File: config.mk
export PLATFORM = sky130hd
export DESIGN_NAME = rv32i_decode_stage
export DESIGN_NICKNAME = d
export VERILOG_FILES = /design/src/rtl/rv32i_decode_stage_pkg.sv /design/src/rtl/rv32i_decode_comb.sv /design/src/rtl/rv32i_decode_stage.sv
export SDC_FILE = /design/constraint.sdc
export NUM_CORES = 1
export LEC_CHECK = 0
export BUFFER_PORTS_ARGS = -buffer_cell sky130_fd_sc_hd__buf_2
export CAP_MARGIN = 40
export CORE_MARGIN = 4
export CORE_UTILIZATION = 50
export DETAILED_ROUTE_END_ITERATION = 7
export PLACE_DENSITY = 0.73
export RECOVER_POWER = 25
export SETUP_SLACK_MARGIN = 0.1
export SKIP_LAST_GASP = 1
export SYNTH_ARGS = -nofsm -noshare
export SYNTH_HDL_FRONTEND = slang
export SYNTH_SLANG_ARGS = --single-unit
File: constraint.sdc
create_clock -name clk -period 2.5 [get_ports clk]
set_clock_uncertainty 0.1 [all_clocks]
set_input_delay 0.25 -clock clk [delete_from_list [all_inputs] [get_ports clk]]
set_output_delay 0.25 -clock clk [all_outputs]
set_load 0.05 [all_outputs]
File: src/rtl/rv32i_decode_stage_pkg.sv
// rtl/rv32i_decode_stage_pkg.sv - shared types and opcode constants for the RV32I decode stage
package rv32i_package;

    typedef enum logic [2:0] {
        FMT_R   = 3'd0,
        FMT_I   = 3'd1,
        FMT_S   = 3'd2,
        FMT_B   = 3'd3,
        FMT_U   = 3'd4,
        FMT_J   = 3'd5,
        FMT_ILL = 3'd6
    } fmt_e;

    localparam logic [6:0] OPC_OP       = 7'b0110011;
    localparam logic [6:0] OPC_OP_IMM   = 7'b0010011;
    localparam logic [6:0] OPC_LOAD     = 7'b0000011;
    localparam logic [6:0] OPC_JALR     = 7'b1100111;
    localparam logic [6:0] OPC_SYSTEM   = 7'b1110011;
    localparam logic [6:0] OPC_MISC_MEM = 7'b0001111;
    localparam logic [6:0] OPC_STORE    = 7'b0100011;
    localparam logic [6:0] OPC_BRANCH   = 7'b1100011;
    localparam logic [6:0] OPC_LUI      = 7'b0110111;
    localparam logic [6:0] OPC_AUIPC    = 7'b0010111;
    localparam logic [6:0] OPC_JAL      = 7'b1101111;

    // Decoded payload carried by the output and skid registers.
    typedef struct packed {
        fmt_e        fmt;
        logic [6:0]  opcode;
        logic [2:0]  funct3;
        logic [6:0]  funct7;
        logic [11:0] funct12;
        logic [4:0]  rs1;
        logic [4:0]  rs2;
        logic [4:0]  rd;
        logic [31:0] imm;
        logic        illegal;
    } decode_pkt_t;

endpackage

File: src/rtl/rv32i_decode_comb.sv
// rtl/rv32i_decode_comb.sv - combinational RV32I(+M) instruction decoder
module rv32i_decode_comb
    import rv32i_package::*;
#(
    parameter int ENABLE_M = 1
) (
    input  logic [31:0] i_instruction,
    output decode_pkt_t o_pkt
);

    logic [6:0]  w_opc;
    logic [2:0]  w_f3;
    logic [6:0]  w_f7;
    logic [4:0]  w_rs1;
    logic [4:0]  w_rs2;
    logic [4:0]  w_rd;
    logic [31:0] w_imm_i;
    logic [31:0] w_imm_s;
    logic [31:0] w_imm_b;
    logic [31:0] w_imm_u;
    logic [31:0] w_imm_j;

    assign w_opc   = i_instruction[6:0];
    assign w_f3    = i_instruction[14:12];
    assign w_f7    = i_instruction[31:25];
    assign w_rs1   = i_instruction[19:15];
    assign w_rs2   = i_instruction[24:20];
    assign w_rd    = i_instruction[11:7];
    assign w_imm_i = {{20{i_instruction[31]}}, i_instruction[31:20]};
    assign w_imm_s = {{20{i_instruction[31]}}, i_instruction[31:25], i_instruction[11:7]};
    assign w_imm_b = {{20{i_instruction[31]}}, i_instruction[7], i_instruction[30:25],
                      i_instruction[11:8], 1'b0};
    assign w_imm_u = {i_instruction[31:12], 12'h000};
    assign w_imm_j = {{12{i_instruction[31]}}, i_instruction[19:12], i_instruction[20],
                      i_instruction[30:21], 1'b0};

    logic        w_bad;
    decode_pkt_t w_pkt;

    // Per-opcode field selection and legality; unused fields stay zero.
    always_comb begin
        w_pkt        = '0;
        w_bad        = 1'b0;
        w_pkt.opcode = w_opc;
        case (w_opc)
            OPC_OP: begin
                w_pkt.fmt    = FMT_R;
                w_pkt.rd     = w_rd;
                w_pkt.rs1    = w_rs1;
                w_pkt.rs2    = w_rs2;
                w_pkt.funct3 = w_f3;
                w_pkt.funct7 = w_f7;
                w_bad = !((w_f7 == 7'b0000000) ||
                          (w_f7 == 7'b0100000 && (w_f3 == 3'b000 || w_f3 == 3'b101)) ||
                          (w_f7 == 7'b0000001 && ENABLE_M != 0));
            end
            OPC_OP_IMM, OPC_LOAD, OPC_JALR, OPC_SYSTEM, OPC_MISC_MEM: begin
                w_pkt.fmt    = FMT_I;
                w_pkt.rd     = w_rd;
                w_pkt.rs1    = w_rs1;
                w_pkt.funct3 = w_f3;
                w_pkt.imm    = w_imm_i;
                if (w_opc == OPC_SYSTEM) begin
                    w_pkt.funct12 = i_instruction[31:20];
                end
                if (w_opc == OPC_OP_IMM && w_f3 == 3'b001) begin
                    w_bad = (w_f7 != 7'b0000000);
                end else if (w_opc == OPC_OP_IMM && w_f3 == 3'b101) begin
                    w_bad = (w_f7 != 7'b0000000) && (w_f7 != 7'b0100000);
                end else if (w_opc == OPC_LOAD) begin
                    w_bad = (w_f3 == 3'b011) || (w_f3 == 3'b110) || (w_f3 == 3'b111);
                end else if (w_opc == OPC_JALR) begin
                    w_bad = (w_f3 != 3'b000);
                end
            end
            OPC_STORE: begin
                w_pkt.fmt    = FMT_S;
                w_pkt.rs1    = w_rs1;
                w_pkt.rs2    = w_rs2;
                w_pkt.funct3 = w_f3;
                w_pkt.imm    = w_imm_s;
                w_bad        = w_f3[2] || (w_f3[1] && w_f3[0]);
            end
            OPC_BRANCH: begin
                w_pkt.fmt    = FMT_B;
                w_pkt.rs1    = w_rs1;
                w_pkt.rs2    = w_rs2;
                w_pkt.funct3 = w_f3;
                w_pkt.imm    = w_imm_b;
                w_bad        = (w_f3[2:1] == 2'b01);
            end
            OPC_LUI, OPC_AUIPC: begin
                w_pkt.fmt = FMT_U;
                w_pkt.rd  = w_rd;
                w_pkt.imm = w_imm_u;
            end
            OPC_JAL: begin
                w_pkt.fmt = FMT_J;
                w_pkt.rd  = w_rd;
                w_pkt.imm = w_imm_j;
            end
            // Every known opcode ends in 2'b11, so this also catches compressed encodings.
            default: w_bad = 1'b1;
        endcase
        if (w_bad) begin
            w_pkt         = '0;
            w_pkt.fmt     = FMT_ILL;
            w_pkt.illegal = 1'b1;
        end
    end

    assign o_pkt = w_pkt;

endmodule

File: src/rtl/rv32i_decode_stage.sv
// rtl/rv32i_decode_stage.sv - registered valid/ready RV32I decode stage with optional skid entry
module rv32i_decode_stage
    import rv32i_package::*;
#(
    parameter int ENABLE_M    = 1,
    parameter int SKID_BUFFER = 1,
    parameter int CNT_W       = 16
) (
    input  logic             clk,
    input  logic             rst_n,
    input  logic             flush,
    input  logic             fetch_valid,
    output logic             fetch_ready,
    input  logic [31:0]      fetch_instruction,
    input  logic [31:0]      fetch_pc,
    output logic             decode_valid,
    input  logic             decode_ready,
    output logic [31:0]      decode_pc,
    output fmt_e             decode_fmt,
    output logic [6:0]       decode_opcode,
    output logic [2:0]       decode_funct3,
    output logic [6:0]       decode_funct7,
    output logic [11:0]      decode_funct12,
    output logic [4:0]       decode_rs1_address,
    output logic [4:0]       decode_rs2_address,
    output logic [4:0]       decode_rd_address,
    output logic [31:0]      decode_imm,
    output logic             decode_illegal,
    output logic [CNT_W-1:0] illegal_count
);

    localparam logic [CNT_W-1:0] CNT_MAX = '1;

    decode_pkt_t      w_dec;
    logic             w_fetch_ready;
    logic             w_accept;
    logic             w_out_free;

    logic             r_out_valid;
    decode_pkt_t      r_out_pkt;
    logic [31:0]      r_out_pc;
    logic             r_skid_valid;
    decode_pkt_t      r_skid_pkt;
    logic [31:0]      r_skid_pc;
    logic [CNT_W-1:0] r_cnt;

    rv32i_decode_comb #(
        .ENABLE_M (ENABLE_M)
    ) u_decode_comb (
        .i_instruction (fetch_instruction),
        .o_pkt         (w_dec)
    );

    // With the skid entry, readiness depends only on a flop; without it, on downstream ready.
    assign w_fetch_ready = (SKID_BUFFER != 0) ? !r_skid_valid : (!r_out_valid || decode_ready);
    assign w_accept      = fetch_valid && w_fetch_ready && !flush;
    assign w_out_free    = !r_out_valid || decode_ready;

    // Output and skid registers: flush wins, then refill output from skid (oldest) or input.
    always_ff @(posedge clk or negedge rst_n) begin
        if (!rst_n) begin
            r_out_valid  <= 1'b0;
            r_out_pkt    <= '0;
            r_out_pc     <= '0;
            r_skid_valid <= 1'b0;
            r_skid_pkt   <= '0;
            r_skid_pc    <= '0;
        end else if (flush) begin
            r_out_valid  <= 1'b0;
            r_skid_valid <= 1'b0;
        end else if (w_out_free) begin
            if (r_skid_valid) begin
                // fetch_ready was low, so no new instruction can arrive this cycle.
                r_out_valid  <= 1'b1;
                r_out_pkt    <= r_skid_pkt;
                r_out_pc     <= r_skid_pc;
                r_skid_valid <= 1'b0;
            end else if (w_accept) begin
                r_out_valid <= 1'b1;
                r_out_pkt   <= w_dec;
                r_out_pc    <= fetch_pc;
            end else begin
                r_out_valid <= 1'b0;
            end
        end else if (w_accept && SKID_BUFFER != 0) begin
            r_skid_valid <= 1'b1;
            r_skid_pkt   <= w_dec;
            r_skid_pc    <= fetch_pc;
        end
    end

    // Saturating count of illegal instructions actually accepted (flushed ones excluded).
    always_ff @(posedge clk or negedge rst_n) begin
        if (!rst_n) begin
            r_cnt <= '0;
        end else if (w_accept && w_dec.illegal && r_cnt != CNT_MAX) begin
            r_cnt <= r_cnt + 1'b1;
        end
    end

    assign fetch_ready        = w_fetch_ready;
    assign decode_valid       = r_out_valid;
    assign decode_pc          = r_out_pc;
    assign decode_fmt         = r_out_pkt.fmt;
    assign decode_opcode      = r_out_pkt.opcode;
    assign decode_funct3      = r_out_pkt.funct3;
    assign decode_funct7      = r_out_pkt.funct7;
    assign decode_funct12     = r_out_pkt.funct12;
    assign decode_rs1_address = r_out_pkt.rs1;
    assign decode_rs2_address = r_out_pkt.rs2;
    assign decode_rd_address  = r_out_pkt.rd;
    assign decode_imm         = r_out_pkt.imm;
    assign decode_illegal     = r_out_pkt.illegal;
    assign illegal_count      = r_cnt;

endmodule

==> results.toml, run 1 <==
[logic_synthesis]
ys.flop_type = "dfrtp_1"
syn-mean-instance-area_um2 = 9.28
syn-num-nets = 1242
ys_types = 55
synth-edff-count = 0
yosysTopAreaCellShare_pct = 55.7
syn_area_um2 = 10900
ys_async_sr_fraction_pct = 100
yosysWarnings = 0
synth_mux_area_share_pct = 3.45
synth_compound_area_share_pct = 17.0
yosysTopAreaCell = "dfrtp_1"
synth_top_family_by_area = "simple AND/OR/NAND/NOR gates"
synthAdderAreaFrac_pct = 0.115
synthTopCellsByArea = "dfrtp_1 56%, nand2_1 8.0%, a21oi_1 6.1%"
syn_inst = 1172
synth_xor_xnor_area_share_pct = 1.13
yosys.area_share.simple_pct = 18.5
seq_area_frac_synth_pct = 55.7
ys_ff_latch = 242

[floorplanning]
dieArea_um2 = 24200
die_w_um = 155
die_h_um = 155
start_util_pct = 51.2
core_area_um2 = 21200
pin_count = 199
rows = 53

[sta]
maxSlewHeadroom_pct = -5.38
finalSetupViolations = 0
final.period_utilization_pct = 90.0
slew_violations = 65
tightest_slew_ns = 1.58
timing.fmax_ghz = 0.445
hold_viol = 0
rsz0062_at_grt = "no"
setup_tns_ns = 0
final.min_clock_period_ns = 2.25

[global_route]
grt_pass1_wl_um = 51800
track_usage_pct = 26.2
grt_max_degree = 123
antenna_found_initial = 1
overflow = 0
grt_pass1_vias = 9607

[detailed_routing]
wl_per_cell_um = 18.6
ant_nets = 0
drt_iter0_drc = 863
dr.pass1.iters = 5
postRouteWirelength_um = 32100
drc = 0
num_vias = 9835
avgViaCountPerCell = 5.70

[placement]
dpl.hpwl_um = 20900
globalplace.congestion = 0.894
portBuffers = 198

[run_status]
violations = "capacitance limit, slew limit"
status = "complete, but fails checks"

[clock_network]
cts.sinks = 242
cts_inserted_buffers = 25
clk_path_buf_depth = 3
clk_pin_slew_worst_paths_ns = 0.06
cts_setup_buffers = 0
htreeDepth = 1
clk_latency_ns = 0.53
cts_tree = "done"
cts_root_buf = "clkbuf_16"

[worst_setup_path]
critical_path_peak_fanout = 26
crit_path_end_kind = "flop"
crit_path_start_kind = "flop"
r2r-start = "r_skid_valid"
path_class = "flop to flop"
setup.worst_path.start = "r_skid_valid"
endpoint = "decode_imm[11]"
reg2reg_slack_ns = 0.25
worstPathRequired_ns = 2.82
r2r_cells = 7
r2r_end = "decode_imm[11]"
crit_arrival_ns = 2.57

[power]
p_int_w = 0.00709
clkPwrFrac_pct = 33.7
p_leak_nw = 6.72
power_switching_w = 0.00355
cellPowerDensity_nw_per_um2 = 771
irDropWorstVdd_v = 0.000470
pwr-share-seq_pct = 43.7
switching_share_pct = 33.4
p_comb_share_pct = 22.6

[layout]
nNetsFinal = 1502
mostFrequentLayoutCell = "dfrtp_1"
drive_above_1_share_pct = 23.0
final_cell_mix = "237 x dfrtp_1, 231 x nand2_1, 197 x buf_2"
postLayoutCoreUtil_pct = 65.0
area_growth_pct = 26.9

[job]
max-cap-violations = 1

[worst_hold_path]
hp-class = "primary input to flop"
area by class of cell:
type / count / area [um^2]
inverter: 20 / 75.1
sequential: 242 / 6060
timing repair buffer: 323 / 2120
clock inverter: 9 / 82.6
tap: 275 / 344
fill: 1691 / 7420
multi-input combinational: 820 / 4410
clock buffer: 36 / 707
antenna: 1 / 2.50
synth_stat cells, types with 4 or more instances:
library cell,count
mux2i_1,33
clkbuf_1,69
buf_1,7
and2_1,8
o31ai_1,10
nand4_1,18
a21oi_1,132
o22ai_1,34
o21ai_1,11
a211oi_1,12
nand2_1,233
a2111oi_0,5
or3_1,4
nor3b_1,4
and3_1,22
nor2b_1,4
buf_2,11
o21ai_0,76
nand3_1,55
a22oi_1,5
inv_1,19
mux2_2,4
xor2_1,13
nor3_1,8
a22o_1,16
dfrtp_1,242
nor2_1,77
critical path, stage by stage, from the launching register on:
cell and delay [ns]:
dfrtp_4 0.61, nor2_1 0.16, nor3_2 0.28, nand2_1 0.19, nor4_1 0.25, nand3_1 0.17
buf_12 0.21, o22ai_1 0.19
metrics by stage:
step	setup slack (ns)	std cells	total power [W]	hold WS [ns]	area, um^2
global placement	0.0269	1626	0.00702	0.132	12500
detailed placement	-0.0341	1626	0.00706	0.128	12500
CTS	0.261	1725	0.0107	0.0114	13800
finish	0.251	1726	0.0106	0.0285	13800
floorplan	0.113	1172	0.00628	-0.146	10900
global route	0.111	1726	0.0111	0.0408	13800
state kept, by name, summed over array words and instances (netlist names):
name and flops:
r_skid_pkt 80, decode_imm 32, decode_pc 32, r_skid_pc 32
illegal_count 16, decode_funct12 12, decode_funct7 7, decode_opcode 7
decode_rd_address 5, decode_rs1_address 5, decode_rs2_address 5, decode_fmt 3
decode_funct3 3, decode_illegal 1, decode_valid 1, r_skid_valid 1
kinds of logic after synthesis:
| family | Yosys count |
|---|---|
| compound gates | 318 |
| xor+xnor | 14 |
| fa+ha+maj | 1 |
| buf+inv | 110 |
| flops | 242 |
| mux | 37 |
| simple gates | 450 |
power groups by stage:
stage               Combinational [W]  Sequential (W)  Clock [W]
floorplan                    0.000639         0.00564          0
global placement              0.00232         0.00470          0
detailed placement            0.00235         0.00471          0
CTS                           0.00242         0.00465    0.00365
global route                  0.00259         0.00471    0.00382
finish                        0.00240         0.00466    0.00359
routing by layer:
metal  GRT usage, %  part of all wire, %
met5              0                    0
met4           8.34                  2.7
met3           4.09                  7.4
met2           41.4                   47
met1           37.6                   43
what timing repair did:
item                      4_1_cts  5_1_grt
hold buffers                   54        0
hold endpoints to repair      165        0
gates resized for setup         0        0
how the worst min path moves through the flow:
stage	depth (start not counted)	start	end	slack, ns
after floorplan	0	rst_n	decode_fmt[0]	-0.15
after global placement	1	rst_n	decode_pc[19]	0.13
after detailed placement	1	rst_n	decode_pc[19]	0.13
after CTS	3	fetch_instruction[14]	r_skid_pkt[15]	0.01
after global routing	3	fetch_instruction[14]	r_skid_pkt[15]	0.04
final	3	fetch_instruction[14]	r_skid_pkt[15]	0.03
(Power assumes the default switching activity.)
==> inputs of run 2 (changes only) <==
--- a/config.mk
+++ b/config.mk
@@ -5,12 +5,13 @@
 export SDC_FILE = /design/constraint.sdc
 export NUM_CORES = 1
 export LEC_CHECK = 0
+export ABC_AREA = 1
 export BUFFER_PORTS_ARGS = -buffer_cell sky130_fd_sc_hd__buf_2
 export CAP_MARGIN = 40
 export CORE_MARGIN = 4
-export CORE_UTILIZATION = 50
+export CORE_UTILIZATION = 45
 export DETAILED_ROUTE_END_ITERATION = 7
-export PLACE_DENSITY = 0.73
+export PLACE_DENSITY = 0.66
 export RECOVER_POWER = 25
 export SETUP_SLACK_MARGIN = 0.1
 export SKIP_LAST_GASP = 1
==> run 2 against run 1 <==
The run ends with capacitance limit left. Synthesized cell count rose by 28%. Cell count rose by 21%. Non-clock buffer count fell by 27. Hold slack improved by 0.029 ns. Worst setup slack improved by 0.0052 ns. Die area rose by 16%. Sequential power fell by 2%. Core utilization fell by 7.5 points. Global-route usage fell by 4.1 points. Synthesized area rose by 5.3%. First-iteration DRC count rose by 14%. Maximum frequency rose by 0.23%. Largest power group unchanged.
==> results.toml, run 2 <==
[run_status]
status = "complete, but fails checks"
violations = "capacitance limit"

[global_route]
overflow = 0
antenna_found_initial = 0
top_usage_layer = "met2"
grt_pass1_vias = 10100
grt_pass1_wl_um = 52200
grt_max_degree = 94
grtUsageMet2_pct = 35.0
met1_usage_pct = 32.0
track_usage_pct = 22.1
use_met3_pct = 3.92

[sta]
hold_viol = 0
timing.fmax_ghz = 0.446
tightest_slew_ns = 1.49
finalSetupViolations = 0
fin_ws_ns = 0.256
setup_tns_ns = 0
rsz0062_at_grt = "no"
final.min_clock_period_ns = 2.24
slew_violations = 0
maxSlewHeadroom_pct = 0.687
final.period_utilization_pct = 89.8

[worst_setup_path]
crit_arrival_ns = 2.62
critical_path_peak_fanout = 31
crit_path_end_kind = "flop"
path_class = "primary input to flop"
crit_chain = "dlygate4sd3_1, buf_2, nor2_1, nand2_1, nor2_2, nor2_1, nand3_2, nand2_2, nor2_8, buf_12, o21ai_0, nand2_1, nand2_1, nand2_1"
slowest_delay_ns = 0.54
r2r_cells = 6
crit_path_start_kind = "primary input"
worstPathRequired_ns = 2.87
cp_slowest_cell = "dlygate4sd3_1"
path_common_cell = "nand2_1"

[placement]
place_ws_ns = 0.117
portBuffers = 198
dpl.hpwl_um = 20900
globalplace.congestion = 0.892

[floorplanning]
pin_count = 199
start_util_pct = 45.6
die_h_um = 167
dieArea_um2 = 28100
rows = 58
die_w_um = 167
core_area_um2 = 25100

[power]
p_leak_nw = 8.16
irDropWorstVdd_v = 0.000462
clkPwrFrac_pct = 39.4
pwr-share-seq_pct = 42.3
power_switching_w = 0.00329
p_int_w = 0.00751
switching_share_pct = 30.5
p_comb_share_pct = 18.3
cellPowerDensity_nw_per_um2 = 748

[detailed_routing]
ant_nets = 0
postRouteWirelength_um = 31300
drt_iter0_drc = 982
avgViaCountPerCell = 4.99
dr.pass1.iters = 5
wl_per_cell_um = 15.0
drc = 0
num_vias = 10400

[logic_synthesis]
seq_area_frac_synth_pct = 52.9
syn_area_um2 = 11400
yosysTopAreaCell = "dfrtp_1"
synthTopCellsByArea = "dfrtp_1 53%, nand2_1 18%, o21ai_0 7.9%"
yosysTopAreaCellShare_pct = 52.9
yosysWarnings = 0
ys_async_sr_fraction_pct = 100
synthTopCellsByCount = "546 x nand2_1, 242 x dfrtp_1, 181 x o21ai_0"
synth-edff-count = 0
ys_ff_latch = 242
syn-num-nets = 1571
synthMostInstantiatedCell = "nand2_1"
ys_types = 32
syn_inst = 1501
syn-mean-instance-area_um2 = 7.63
ys.flop_type = "dfrtp_1"

[layout]
drive_above_1_share_pct = 17.1
nNetsFinal = 1809
mostFrequentLayoutCell = "nand2_1"
largest_reg_flops = 80
largest-register = "r_skid_pkt"
final_cell_mix = "544 x nand2_1, 242 x dfrtp_1, 197 x buf_2"
area_growth_pct = 26.3
diodes = 0

[job]
max-cap-violations = 1

[clock_network]
cts_root_buf = "clkbuf_16"
htreeDepth = 1
cts_tree = "done"
clk_path_buf_depth = 3
clk_pin_slew_worst_paths_ns = 0.06
cts_inserted_buffers = 27
clk_latency_ns = 0.54
cts.sinks = 242

[worst_hold_path]
worstHoldPathCells = 3
hp-class = "primary input to flop"
[run 2: metal layers]
layer	share of wire, %	wire [um]
met1	46	14300
met5	0	0
met4	2.6	801
met3	6.0	1870
met2	46	14300
[run 2: repair_timing]
action / CTS / global route
gates resized for setup: 0 / 9
buffers inserted: 0 / 3
hold buffers: 65 / 0
setup endpoints to repair: 0 / 113
hold endpoints to repair: 147 / 0
[run 2: final timing paths]
check / start / endpoint / slack [ns]
worst max register to register: r_skid_valid / r_skid_pkt[55] / 0.31
worst max-delay path: fetch_instruction[2] / decode_imm[16] / 0.26
worst min register to register: decode_imm[20] / decode_imm[20] / 0.37
worst min-delay path: fetch_instruction[11] / r_skid_pkt[37] / 0.06
max in group asynchronous: rst_n / r_skid_pc[10] / 0.48
min in group asynchronous: rst_n / illegal_count[3] / 0.52
[run 2: metrics by stage]
step / instance area [um^2] / cells / power, W / hold slack (ns) / util [%]
6_report: 14500 / 2089 / 0.0108 / 0.0576 / 57.6
5_1_grt: 14500 / 2089 / 0.0113 / 0.0858 / 57.6
4_1_cts: 14400 / 2086 / 0.0109 / 0.0401 / 57.5
3_5_place_dp: 12800 / 1972 / 0.00654 / 0.122 / 51.1
3_3_place_gp: 12800 / 1972 / 0.00649 / 0.117 / 51.1
2_1_floorplan: 11400 / 1501 / 0.00592 / -0.146 / -
[run 2: cell families (layout without fill, tap and decap cells)]
kind of cell,Yosys count,in the layout,share of synthesized area (%)
XOR/XNOR,13,13,0.995
AO/OA/AOI/OAI,237,237,10.7
adder cells (fa/ha/maj),1,1,0.109
buffers and inverters,195,453,7.01
AND/OR/NAND/NOR,813,813,28.3
flip-flops,242,242,52.9
[run 2: worst max-delay path, delay by kind of cell]
| family | cells | cell delay, ns |
|---|---|---|
| AOI/OAI and AO/OA | 1 | 0.19 |
| buffers and inverters | 3 | 0.88 |
| and+or+nand+nor | 10 | 1.29 |
[run 2: area by class of cell]
class / count / area (um^2)
fill: 2341 / 10700
timing repair buffer: 296 / 1990
clock inverter: 11 / 163
clock buffer: 38 / 797
inverter: 108 / 410
tap: 330 / 413
sequential: 242 / 6060
multi-input combinational: 1064 / 4630
[run 2: power by group through the flow]
| stage | sequential [W] | combinational, W | clock (W) |
|---|---|---|---|
| after floorplan | 0.00527 | 0.000653 | 0 |
| after global placement | 0.00462 | 0.00187 | 0 |
| after detailed placement | 0.00463 | 0.00191 | 0 |
| after CTS | 0.00457 | 0.00199 | 0.00434 |
| after global routing | 0.00462 | 0.00216 | 0.00451 |
| final | 0.00457 | 0.00198 | 0.00426 |
